[src/rtl/gc_controller_poll.sv]
// Joybus poll master for one GameCube controller: sends 0x400302, decodes the 64-bit reply.
// Define GC_RUMBLE_EN to add the rumble input, which selects 0x03 as the last command byte.
`timescale 1ns/1ps
module gc_controller_poll #(
    parameter int CLK_HZ        = 100_000_000,
    parameter int POLL_HZ       = 60,
    parameter int RX_TIMEOUT_US = 200
) (
    input  logic       clk,
    input  logic       reset,
    input  logic       data_in,
`ifdef GC_RUMBLE_EN
    input  logic       rumble,
`endif
    output logic       data_oe,
    output logic       A,
    output logic       B,
    output logic       X,
    output logic       Y,
    output logic       start_pause,
    output logic       L,
    output logic       R,
    output logic       Z,
    output logic       D_UP,
    output logic       D_DOWN,
    output logic       D_RIGHT,
    output logic       D_LEFT,
    output logic [7:0] JOY_X,
    output logic [7:0] JOY_Y,
    output logic [7:0] C_STICK_X,
    output logic [7:0] C_STICK_Y,
    output logic [7:0] L_TRIGGER,
    output logic [7:0] R_TRIGGER,
    output logic       connected,
    output logic       update
);

    localparam int US_CYC   = CLK_HZ / 1_000_000;
    localparam int POLL_CYC = CLK_HZ / POLL_HZ;
    localparam int BIT_CYC  = 4 * US_CYC;
    localparam int TO_CYC   = RX_TIMEOUT_US * US_CYC;
    localparam int CW       = $clog2((TO_CYC > BIT_CYC) ? TO_CYC : BIT_CYC) + 1;
    localparam int PW       = $clog2(POLL_CYC) + 1;

    typedef enum logic [2:0] {
        IDLE, TX, RX_WAIT, RX_SAMPLE, RX_STOP, DONE, ERROR
    } state_t;

    state_t          state_q, state_nxt;
    logic [2:0]      sync_q;
    logic [PW-1:0]   poll_q;
    logic            pending_q;
    logic [CW-1:0]   cyc_q;
    logic [6:0]      bit_q;
    logic [24:0]     tx_sr;
    logic [63:0]     rx_sr;
    logic [23:0]     cmd;

    logic tick, fall, bit_end, timeout, sample_pt, valid;

`ifdef GC_RUMBLE_EN
    assign cmd = {16'h4003, 7'b0000001, rumble};
`else
    assign cmd = 24'h400302;
`endif

    assign tick      = (poll_q == PW'(POLL_CYC - 1));
    assign fall      = sync_q[2] & ~sync_q[1];
    assign bit_end   = (cyc_q == CW'(BIT_CYC - 1));
    assign timeout   = (cyc_q == CW'(TO_CYC - 1));
    assign sample_pt = (cyc_q == CW'(2 * US_CYC - 1));
    assign valid     = (rx_sr[63:61] == 3'b000) && rx_sr[55];

    always_ff @(posedge clk) begin
        if (!reset) state_q <= IDLE;
        else        state_q <= state_nxt;
    end

    always_comb begin
        // NOTE: defaulting every comb output up front keeps this block free of inferred latches.
        state_nxt = state_q;
        case (state_q)
            IDLE:      if (tick || pending_q) state_nxt = TX;
            TX:        if (bit_end && bit_q == 7'd24) state_nxt = RX_WAIT;
            RX_WAIT:   if (fall) state_nxt = RX_SAMPLE;
                       else if (timeout) state_nxt = ERROR;
            RX_SAMPLE: if (sample_pt) state_nxt = (bit_q == 7'd63) ? RX_STOP : RX_WAIT;
            RX_STOP:   if (fall) state_nxt = DONE;
                       else if (timeout) state_nxt = ERROR;
            DONE:      state_nxt = valid ? IDLE : ERROR;
            ERROR:     state_nxt = IDLE;
            default:   state_nxt = IDLE;
        endcase
    end

    // Releasing on the reset level itself frees the wire without waiting for an edge.
    always_comb begin
        data_oe = 1'b0;
        if (reset && state_q == TX)
            data_oe = tx_sr[24] ? (cyc_q < CW'(US_CYC)) : (cyc_q < CW'(3 * US_CYC));
    end

    always_ff @(posedge clk) begin
        // NOTE: sequential state uses non-blocking assignments so every flop sees pre-edge values.
        if (!reset) begin
            sync_q      <= 3'b111;
            poll_q      <= '0;
            pending_q   <= 1'b0;
            cyc_q       <= '0;
            bit_q       <= '0;
            {A, B, X, Y, start_pause}                   <= '0;
            {L, R, Z, D_UP, D_DOWN, D_RIGHT, D_LEFT}    <= '0;
            {JOY_X, JOY_Y, C_STICK_X, C_STICK_Y}        <= {4{8'd128}};
            {L_TRIGGER, R_TRIGGER}                      <= '0;
            connected   <= 1'b0;
            update      <= 1'b0;
        end else begin
            sync_q <= {sync_q[1:0], data_in};
            update <= 1'b0;
            poll_q <= tick ? '0 : poll_q + PW'(1);

            if (state_q == IDLE) pending_q <= 1'b0;
            else if (tick)       pending_q <= 1'b1;

            if (state_nxt != state_q || state_q == IDLE || (state_q == TX && bit_end))
                cyc_q <= '0;
            else
                cyc_q <= cyc_q + CW'(1);

            case (state_q)
                IDLE:      if (state_nxt == TX) bit_q <= '0;
                TX:        if (bit_end) bit_q <= (state_nxt == RX_WAIT) ? 7'd0 : bit_q + 7'd1;
                RX_SAMPLE: if (sample_pt) bit_q <= bit_q + 7'd1;
                DONE: begin
                    if (valid) begin
                        {start_pause, Y, X, B, A}                <= rx_sr[60:56];
                        {L, R, Z, D_UP, D_DOWN, D_RIGHT, D_LEFT} <= rx_sr[54:48];
                        JOY_X     <= rx_sr[47:40];
                        JOY_Y     <= rx_sr[39:32];
                        C_STICK_X <= rx_sr[31:24];
                        C_STICK_Y <= rx_sr[23:16];
                        L_TRIGGER <= rx_sr[15:8];
                        R_TRIGGER <= rx_sr[7:0];
                        connected <= 1'b1;
                        update    <= 1'b1;
                    end
                end
                ERROR:     connected <= 1'b0;
                default:   ;
            endcase
        end
    end

    // NOTE: shift registers are always fully loaded before they are read, so they carry no reset.
    always_ff @(posedge clk) begin
        if (state_q == IDLE && state_nxt == TX)
            tx_sr <= {cmd, 1'b1};
        else if (state_q == TX && bit_end)
            tx_sr <= {tx_sr[23:0], 1'b0};

        if (state_q == RX_SAMPLE && sample_pt)
            rx_sr <= {rx_sr[62:0], sync_q[1]};
    end

endmodule

[config.mk]
export PLATFORM = sky130hd
export DESIGN_NAME = gc_controller_poll
export DESIGN_NICKNAME = d
export VERILOG_FILES = /design/src/rtl/gc_controller_poll.sv
export SDC_FILE = /design/constraint.sdc
export NUM_CORES = 1
export LEC_CHECK = 0
export CORE_MARGIN = 1
export CORE_UTILIZATION = 51
export CTS_BUF_LIST = sky130_fd_sc_hd__clkbuf_2 sky130_fd_sc_hd__clkbuf_4 sky130_fd_sc_hd__clkbuf_8
export CTS_CLUSTER_SIZE = 16
export DETAILED_ROUTE_END_ITERATION = 10
export GPL_ROUTABILITY_DRIVEN = 0
export PLACE_DENSITY = 0.79
export SYNTH_ARGS = -nofsm -noshare
export SYNTH_HDL_FRONTEND = slang
export SYNTH_SLANG_ARGS = --single-unit
[constraint.sdc]
create_clock -name clk -period 3.3 [get_ports clk]
set_input_delay 0.825 -clock clk [delete_from_list [all_inputs] [get_ports clk]]
set_output_delay 0.825 -clock clk [all_outputs]
set_load 0.005 [all_outputs]
**Yosys cells after proc, flatten, opt, wreduce, memory -nomap -nowiden**

Cells that the tools add are included.

- $add $sub $neg: 3
- $mul: 0
- Div/mod/pow operators: 0
- $lt $le $gt $ge: 2
- Equal/unequal tests: 19
- Shift-type cells: 0
- Mux-type cells: 19
- Bitwise operators: 3
- Reductions and logical operators: 20

Operator list:

| operator | number |
|---|---|
| two-way mux 7 bit | 4 |
| two-way mux 3 bit | 8 |
| adder 22 x 1 -> 22 bit (second input constant) | 1 |
| == test 22 x 21 -> 1 bit (second input constant) | 1 |
| one-hot mux 7 bit (3 select lines) | 1 |
| one-hot mux 3 bit (6 select lines) | 1 |
| adder 16 x 1 -> 16 bit (second input constant) | 1 |
| == test 16 x 15 -> 1 bit (second input constant) | 1 |
| == test 16 x 8 -> 1 bit (second input constant) | 1 |
| == test 16 x 9 -> 1 bit (second input constant) | 1 |
| less-than comparator 16 x 7 -> 1 bit (second input constant) | 1 |
| less-than comparator 16 x 9 -> 1 bit (second input constant) | 1 |
| == test 3 x 2 -> 1 bit (second input constant) | 3 |
| == test 3 bit (second input constant) | 3 |
| adder 7 x 1 -> 7 bit (second input constant) | 1 |
| == test 7 x 5 -> 1 bit (second input constant) | 1 |
| == test 7 x 6 -> 1 bit (second input constant) | 1 |
| == test 3 x 1 -> 1 bit (second input constant) | 2 |
| logical AND 1 bit | 6 |
| logical NOT 3 bit | 2 |
| inequality test 2 bit (second input constant) | 3 |
| AND reduction 2 bit | 3 |
| OR reduction 2 bit | 3 |
| two-way mux 1 bit | 4 |
| 9 further kinds | 12 |

- Bits in registers: 203
- Bits in latches: 0
- Memory bits (writable): 0
- Memory bits (read-only): 0
- Input bits: 3
- Output and inout bits: 63
- Logic and storage cells: 94
- Memories kept: 0

**Depth between registers and ports, before layout**

Gate-level depths: netlist (run 1).

- Depth in word-level cells: 8
- Gate-level depth with buffers: 8
- Depth with buffers taken out: 7

**Least setup slack after synthesis (run 1)**

OpenSTA, ideal clock, no wires.

- Path type: flip-flop to flip-flop
- Start: register cyc_q[4]
- End: register rx_sr[0] (enable)
- Setup time: 429 ps
- Data arrival time: 2800 ps
- Required time: 2871 ps
- Path slack: 71 ps
- Cell stages (with the launch flop): 5
- Buffers on the path: 1
- Clock period less this slack: 3229 ps
- Path through: dfxtp_1 buf_6 or4b_1 nor3_4 and3_1

- Word-level cells in the longest chain between the ends: 2

Ends and longest elaborated chain:

| item | RTL line | source |
|---|---|---|
| start, declared | 53 | `logic [CW-1:0] cyc_q;` |
| start signal, assigned | 128 | `cyc_q <= cyc_q + CW'(1);` |
| == test 16 x 8 -> 1 bit | 71 | `assign sample_pt = (cyc_q == CW'(2 * US_CYC - 1));` |
| logical AND 1 bit | 161 | `if (state_q == RX_SAMPLE && sample_pt)` |
| end signal, assigned | 162 | `rx_sr <= {rx_sr[62:0], sync_q[1]};` |
| end, declared | 56 | `logic [63:0] rx_sr;` |

Every way passes these cells.
A chain may end at the register's enable or synchronous reset.

**Worst setup path in the final report (run 1)**

- Start: register cyc_q[9]
- End: output port data_oe

- Word-level cells in the longest chain between the ends: 3
- Elaborated cells between the ends (all ways): 4
- Classes of those cells: order compare (2); mux (2)

Ends and longest elaborated chain:

| item | RTL line | source |
|---|---|---|
| less-than comparator 16 x 9 -> 1 bit or less-than comparator 16 x 7 -> 1 bit (tied branches) | 100 | `data_oe = tx_sr[24] ? (cyc_q < CW'(US_CYC)) : (cyc_q < CW'(3 * US_CYC));` |
| two-way mux 1 bit (*) | 100 |  |
| two-way mux 1 bit (*) | 99 | `if (reset && state_q == TX)` |
| end, declared | 15 | `output logic data_oe,` |

Every way passes the cells marked *; elsewhere a longest branch is shown, timed or not.

==> results.yml, run 1 <==
global_route:
  grt_pass1_wl_mm: 25.4
  first_global_vias: 5345
  grt_max_degree: 62
  overflow: 0
  antenna_found_initial: 0
  grt_use_total_pct: 19.4
job:
  max_cap_violations: 0
placement:
  dp_cells: 1007
  dp_hpwl_mm: 9.44
  portBuffers: 65
  dp_slack_ps: -342
worst_setup_path:
  r2r_start: "cyc_q[9]"
  reg2reg_slack_ps: 780
  crit_chain: "or4_1 -> nor4_4 -> buf_4 -> clkdlybuf4s50_1"
  crit_family: "simple AND/OR/NAND/NOR gates"
  critical_path.max_fanout: 5
  crit_buf_inv: 2
  slowest_delay_ps: 600
  start_kind: "register"
  crit_arrival_ps: 2410
  cp_slowest_cell: "or4_1"
  cp.required_ps: 2470
  worstReg2RegEnd: "rx_sr[26]"
  r2r_cells: 5
  crit_path_end_kind: "output pin"
  critPathKind: "register to output pin"
final_layout:
  fillers: 1167
  final_cells: 1064
  num-nets-final: 864
  fin_util_pct: 63.3
  drive_above_1_share_pct: 11.7
  synthToLayoutAreaGrowth_pct: 19.4
  diodes: 0
  final_common_cell: "nand2_1"
  multi_input_area_um2: 2880
  layout.area.seq_um2: 4710
  mostFrequentLayoutCells: "197 x nand2_1, 136 x dfxtp_1, 86 x a21oi_1"
timing:
  period_needed_ps: 3240
  worst_slack_ps: 61.0
  rsz0062_at_grt: "no"
  skew_ps: 11.6
  min_period_over_period_pct: 98.2
  max_freq_ghz: 0.309
  report.final.slew_viol_count: 0
  worst_pin_slew_ps: 714
  slew_headroom_pct: 52.3
  setup_viol: 0
  final.setup.tns_ps: 0
  hold_viol_final: 0
drt:
  drt-pass1-iter-count: 4
  remaining_drc_errors: 0
  wl_per_cell_um: 14.2
  ant_nets: 0
  drt_wl_total_mm: 15.1
  vias: 5701
  drt_iter0_drc: 460
  viasPerCell: 5.36
clocking:
  h-tree-depth: 1
  cts_hold_buffers: 0
  clock_latency_ps: 560
  clock-sinks: 203
  cts_setup_buffers: 0
  cts_tree: "done"
  cts_made_buffers: 31
  cts_buffer_depth: 3
  path_clk_slew_ps: 60
  cts_root_buffer: "clkbuf_8"
pwr:
  p_per_area_nw_per_um2: 507
  leakage_nw: 3.01
  ir_drop_mv: 0.264
  finalPower_mw: 4.74
floorplan:
  start_util_pct: 53.0
  die_h_um: 126
  core_region_area_um2: 14800
  io_pins: 66
  die_w_um: 126
  row_count: 44
  die-area_um2: 15800
synth:
  ys_seq_elements: 203
  yosys_most_used_dff: "dfxtp_1"
  synth_top_family_by_area: "simple AND/OR/NAND/NOR gates"
  muxShareOfSynthArea_pct: 0.128
  synthCells: 782
  synth_area_um2: 7820
  synth_top_area_share_pct: 35.6
  ys_warn_count: 0
  synth_nets: 790
  synth_compound_area_share_pct: 8.81
  synth-xor-area-share_pct: 3.92
  synth-edff-count: 64
  synth-async-reset-ratio_pct: 0
  syn_area_per_cell_um2: 10.0
  synth.area.top_cells: "dfxtp_1 36%, edfxtp_1 25%, nand2_1 9.5%, a21oi_1 5.5%, xnor2_1 2.7%"
  synthAdderAreaFrac_pct: 0.800
  synth_seq_area_share_pct: 60.2
  yosys.area_share.simple_pct: 22.9
  synth_largest_area_cell: "dfxtp_1"
  synthDistinctLibCells: 60
min_path:
  hp-start: "sync_q[0]"
  worst_hold_path.num_cells: 1
  hold_end: "sync_q[1]"
  hp-class: "register to register"
status:
  status: "completed"
[sequential cells by signal (all words and copies together) (netlist names), 3 cells and up]
| signal | flops |
|---|---|
| C_STICK_X | 8 |
| C_STICK_Y | 8 |
| JOY_X | 8 |
| JOY_Y | 8 |
| L_TRIGGER | 8 |
| R_TRIGGER | 8 |
| bit_q | 7 |
| cyc_q | 16 |
| poll_q | 22 |
| rx_sr | 64 |
| state_q | 3 |
| sync_q | 3 |
| tx_sr | 25 |
[repair_timing]
item                       CTS  global route
pin swaps                    1             1
setup endpoints to repair    1             1
resized for setup            7             4
gates cloned                 0             0
[stage by stage]
stage	hold WS, ps	cell area [um^2]
after CTS	421	9340
after global routing	443	9340
after detailed placement	406	8660
after floorplan	386	7820
final	420	9340
after global placement	390	8660
[cells by family (layout without fill, tap and decap cells)]
group | after synthesis | in the layout
and+or+nand+nor | 363 | 363
DFF | 203 | 203
AOI/OAI and AO/OA | 119 | 119
buffers and inverters | 56 | 154
xor gates and xnor gates | 35 | 35
adders and majority gates | 5 | 5
muxes | 1 | 1
[Yosys cell counts (all sizes together), types with 4 or more instances]
cell,instances
nor4,26
and3,5
ha,5
clkbuf,30
nor3,11
inv,14
xor2,11
and2,6
dfxtp,139
nor2,43
edfxtp,64
a211oi,4
nand4,9
xnor2,24
and4,5
nand3,24
a21oi,88
a31oi,4
nand2,199
nand2b,5
buf,11
nand3b,6
or4,4
o21ai,6
[layer usage]
metal  up-vias  GRT usage, %  share of wire, %
li1       2865             -                 -
met2       118          31.5                47
met4         0          6.38               1.8
met5         -             0                 0
met1      2688          26.4                48
met3        30          3.44               3.9
[worst max path at each step]
stage	startpoint	to	slack, ps	cells after the start
2_1_floorplan	cyc_q[4]	rx_sr[0]	70	4
3_3_place_gp	reset	data_oe	-370	6
3_5_place_dp	reset	data_oe	-340	6
4_1_cts	reset	data_oe	2	6
5_1_grt	state_q[2]	data_oe	4	5
6_report	cyc_q[9]	data_oe	60	4
[worst register-to-register path: cells and delay by family, from the launching register on]
kind | cells | cell delay [ps]
and+or+nand+nor | 3 | 1410
buffers and inverters | 2 | 460
DFF | 1 | 340
[report_power, final]
group / switching, mW / internal [mW] / total (mW)
clock network: 0.946 / 1.18 / 2.13
registers: 0.00401 / 2.56 / 2.57
logic: 0.0307 / 0.0120 / 0.0427
total: 0.981 / 3.76 / 4.74
[layout make-up]
type                       instances  area share (%)
inverter                          15           0.616
tap                              184            2.47
sequential                       203            50.4
clock inverter                    14            1.03
clock buffer                      43            6.00
timing repair buffer              82            8.61
multi-input combinational        523            30.9
Note: power is estimated with default switching activity, not from simulation.
==> run 2: changes to the inputs <==
--- a/config.mk
+++ b/config.mk
@@ -5,6 +5,7 @@
 export SDC_FILE = /design/constraint.sdc
 export NUM_CORES = 1
 export LEC_CHECK = 0
+export ABC_AREA = 1
 export CORE_MARGIN = 1
 export CORE_UTILIZATION = 51
 export CTS_BUF_LIST = sky130_fd_sc_hd__clkbuf_2 sky130_fd_sc_hd__clkbuf_4 sky130_fd_sc_hd__clkbuf_8
==> run 2 against run 1 <==
  * Via count up 2.7%
  * Worst setup slack better by 160 ps
  * Fmax rose by 5.3%
  * Largest power group unchanged
==> results.yml, run 2 <==
status:
  status: "completed"
placement:
  dpl_cell_area_um2: 8720
  dp_slack_ps: 673
  portBuffers: 65
  dp_cells: 1132
  dp_hpwl_mm: 9.15
clocking:
  h-tree-depth: 1
  cts_root_buffer: "clkbuf_8"
  clock-sinks: 203
  cts_tree: "done"
  cts_buffer_depth: 3
  clock_latency_ps: 550
  path_clk_slew_ps: 60
  cts_made_buffers: 31
worst_setup_path:
  cp.required_ps: 2470
  worstReg2RegEnd: "rx_sr[3]"
  r2r_cells: 6
  critical_path.max_fanout: 6
  worstSetupEndpoint: "data_oe"
  critPathKind: "register to output pin"
  crit_arrival_ps: 2250
  reg2reg_slack_ps: 1150
  crit_path_end_kind: "output pin"
  start_kind: "register"
  startpoint: "cyc_q[9]"
  r2r_start: "cyc_q[0]"
pwr:
  finalPower_mw: 4.88
  ir_drop_mv: 0.367
  leakage_nw: 3.81
  power_frac_seq_pct: 53.6
  p_per_area_nw_per_um2: 519
  switching_share_pct: 21.6
  pwr-share-comb_pct: 3.1
  internal_power_mw: 3.82
  power.switching_mw: 1.05
  pwr-share-clk_pct: 43.4
floorplan:
  io_pins: 66
  core_region_area_um2: 15200
  row_count: 45
  start_util_pct: 52.3
  die-area_um2: 16100
  die_w_um: 127
  die_h_um: 127
timing:
  final.setup.tns_ps: 0
  min_period_over_period_pct: 93.2
  report.final.slew_viol_count: 0
  max_freq_ghz: 0.325
  worst_slack_ps: 223
  skew_ps: 20.8
  worst_pin_slew_ps: 1050
  setup_viol: 0
  period_needed_ps: 3080
  hold_viol_final: 0
  rsz0062_at_grt: "no"
  slew_headroom_pct: 30.1
  hold_slack_ps: 441
synth:
  synth-async-reset-ratio_pct: 0
  synth.area.top_cells: "dfxtp_1 35%, edfxtp_1 24%, nor2_1 9.0%, nand2_1 8.2%, o21ai_0 4.4%"
  synth_top_area_share_pct: 35.0
  yosys_most_used_dff: "dfxtp_1"
  synth_common_cells: "190 x nor2_1, 174 x nand2_1, 139 x dfxtp_1"
  ys_warn_count: 0
  synth_nets: 915
  synthCells: 907
  synth_seq_area_share_pct: 59.2
  yosysMostFrequentCell: "nor2_1"
  syn_area_per_cell_um2: 8.76
  synth-edff-count: 64
  synth_area_um2: 7940
  ys_seq_elements: 203
  synthDistinctLibCells: 34
  synth_largest_area_cell: "dfxtp_1"
final_layout:
  mostFrequentLayoutCells: "189 x nor2_1, 173 x nand2_1, 139 x dfxtp_1"
  fin_area_um2: 9400
  fin_util_pct: 61.8
  final_cells: 1192
  reg_top3: "rx_sr: 64 flops, tx_sr: 25 flops, poll_q: 22 flops"
  synthToLayoutAreaGrowth_pct: 18.3
  diodes: 0
  largest_reg_flops: 64
  multi_input_area_um2: 2790
  num-nets-final: 987
  drive_above_1_share_pct: 11.1
  top_register: "rx_sr"
  final_common_cell: "nor2_1"
  layout.area.seq_um2: 4700
  fillers: 1266
drt:
  vias: 5854
  viasPerCell: 4.91
  remaining_drc_errors: 0
  drt_wl_total_mm: 15.4
  drt_iter0_drc: 346
  ant_nets: 0
  drt-pass1-iter-count: 4
  wl_per_cell_um: 12.9
global_route:
  use_met1_pct: 26.6
  grt_most_used_layer: "met2"
  antenna_found_initial: 0
  use_met3_pct: 4.39
  grt_use_total_pct: 19.6
  overflow: 0
  first_global_vias: 5457
  grt_pass1_wl_mm: 25.9
  grt_max_degree: 70
  use_met2_pct: 31.2
min_path:
  hp-class: "register to register"
  worst_hold_path.num_cells: 1
job:
  max_cap_violations: 0
[run 2: how the worst min path moves through the flow]
stage	from	endpoint	slack [ps]
2_1_floorplan	sync_q[0]	sync_q[1]	390
3_3_place_gp	sync_q[0]	sync_q[1]	400
3_5_place_dp	sync_q[0]	sync_q[1]	410
4_1_cts	rx_sr[45]	rx_sr[46]	450
5_1_grt	rx_sr[43]	rx_sr[44]	440
6_report	sync_q[0]	sync_q[1]	440
[run 2: per-layer routing]
layer,vias to the layer above,routed length (um)
met1,2667,7350
met3,19,908
li1,3030,-
met2,138,6920
met4,0,199
met5,-,0
[run 2: worst max-delay path, stage by stage, from the launching register on]
cell and delay (ps):
dfxtp_1 370, inv_1 140, nand3_1 130, nor2_4 130
nand2_1 50, o21ai_0 150, nand3_1 90, nor2_1 150
clkdlybuf4s50_1 510
[run 2: cell type report]
| class | count | area share, % |
|---|---|---|
| inverter | 83 | 3.32 |
| tap | 188 | 2.50 |
| clock inverter | 5 | 0.306 |
| timing repair buffer | 72 | 7.43 |
| clock buffer | 53 | 6.63 |
| sequential | 203 | 50.1 |
| multi-input combinational | 588 | 29.7 |
[run 2: repair_timing]
item	in CTS	in global routing
setup buffers	0	2
hold buffers	0	0
endpoints found under the setup margin	0	1
resized for setup	0	2
[run 2: cells by family (layout without fill, tap and decap cells)]
logic type                 count (synthesis)  count (layout)  synth area share [%]
AOI/OAI and AO/OA                         87              87                  5.59
and+or+nand+nor                          471             471                  25.8
adders and majority gates                  5               5                 0.788
DFF                                      203             203                  59.2
xor gates and xnor gates                  25              25                  2.76
buffers and inverters                    116             213                  5.86
[run 2: power by group through the flow]
stage                     registers [mW]  clock network [mW]  logic (mW)
after CTS                           2.61                2.16       0.150
after floorplan                     2.66                   0       0.126
after global placement              2.67                   0       0.144
after detailed placement            2.67                   0       0.149
after global routing                2.62                2.29       0.177
final                               2.61                2.11       0.149
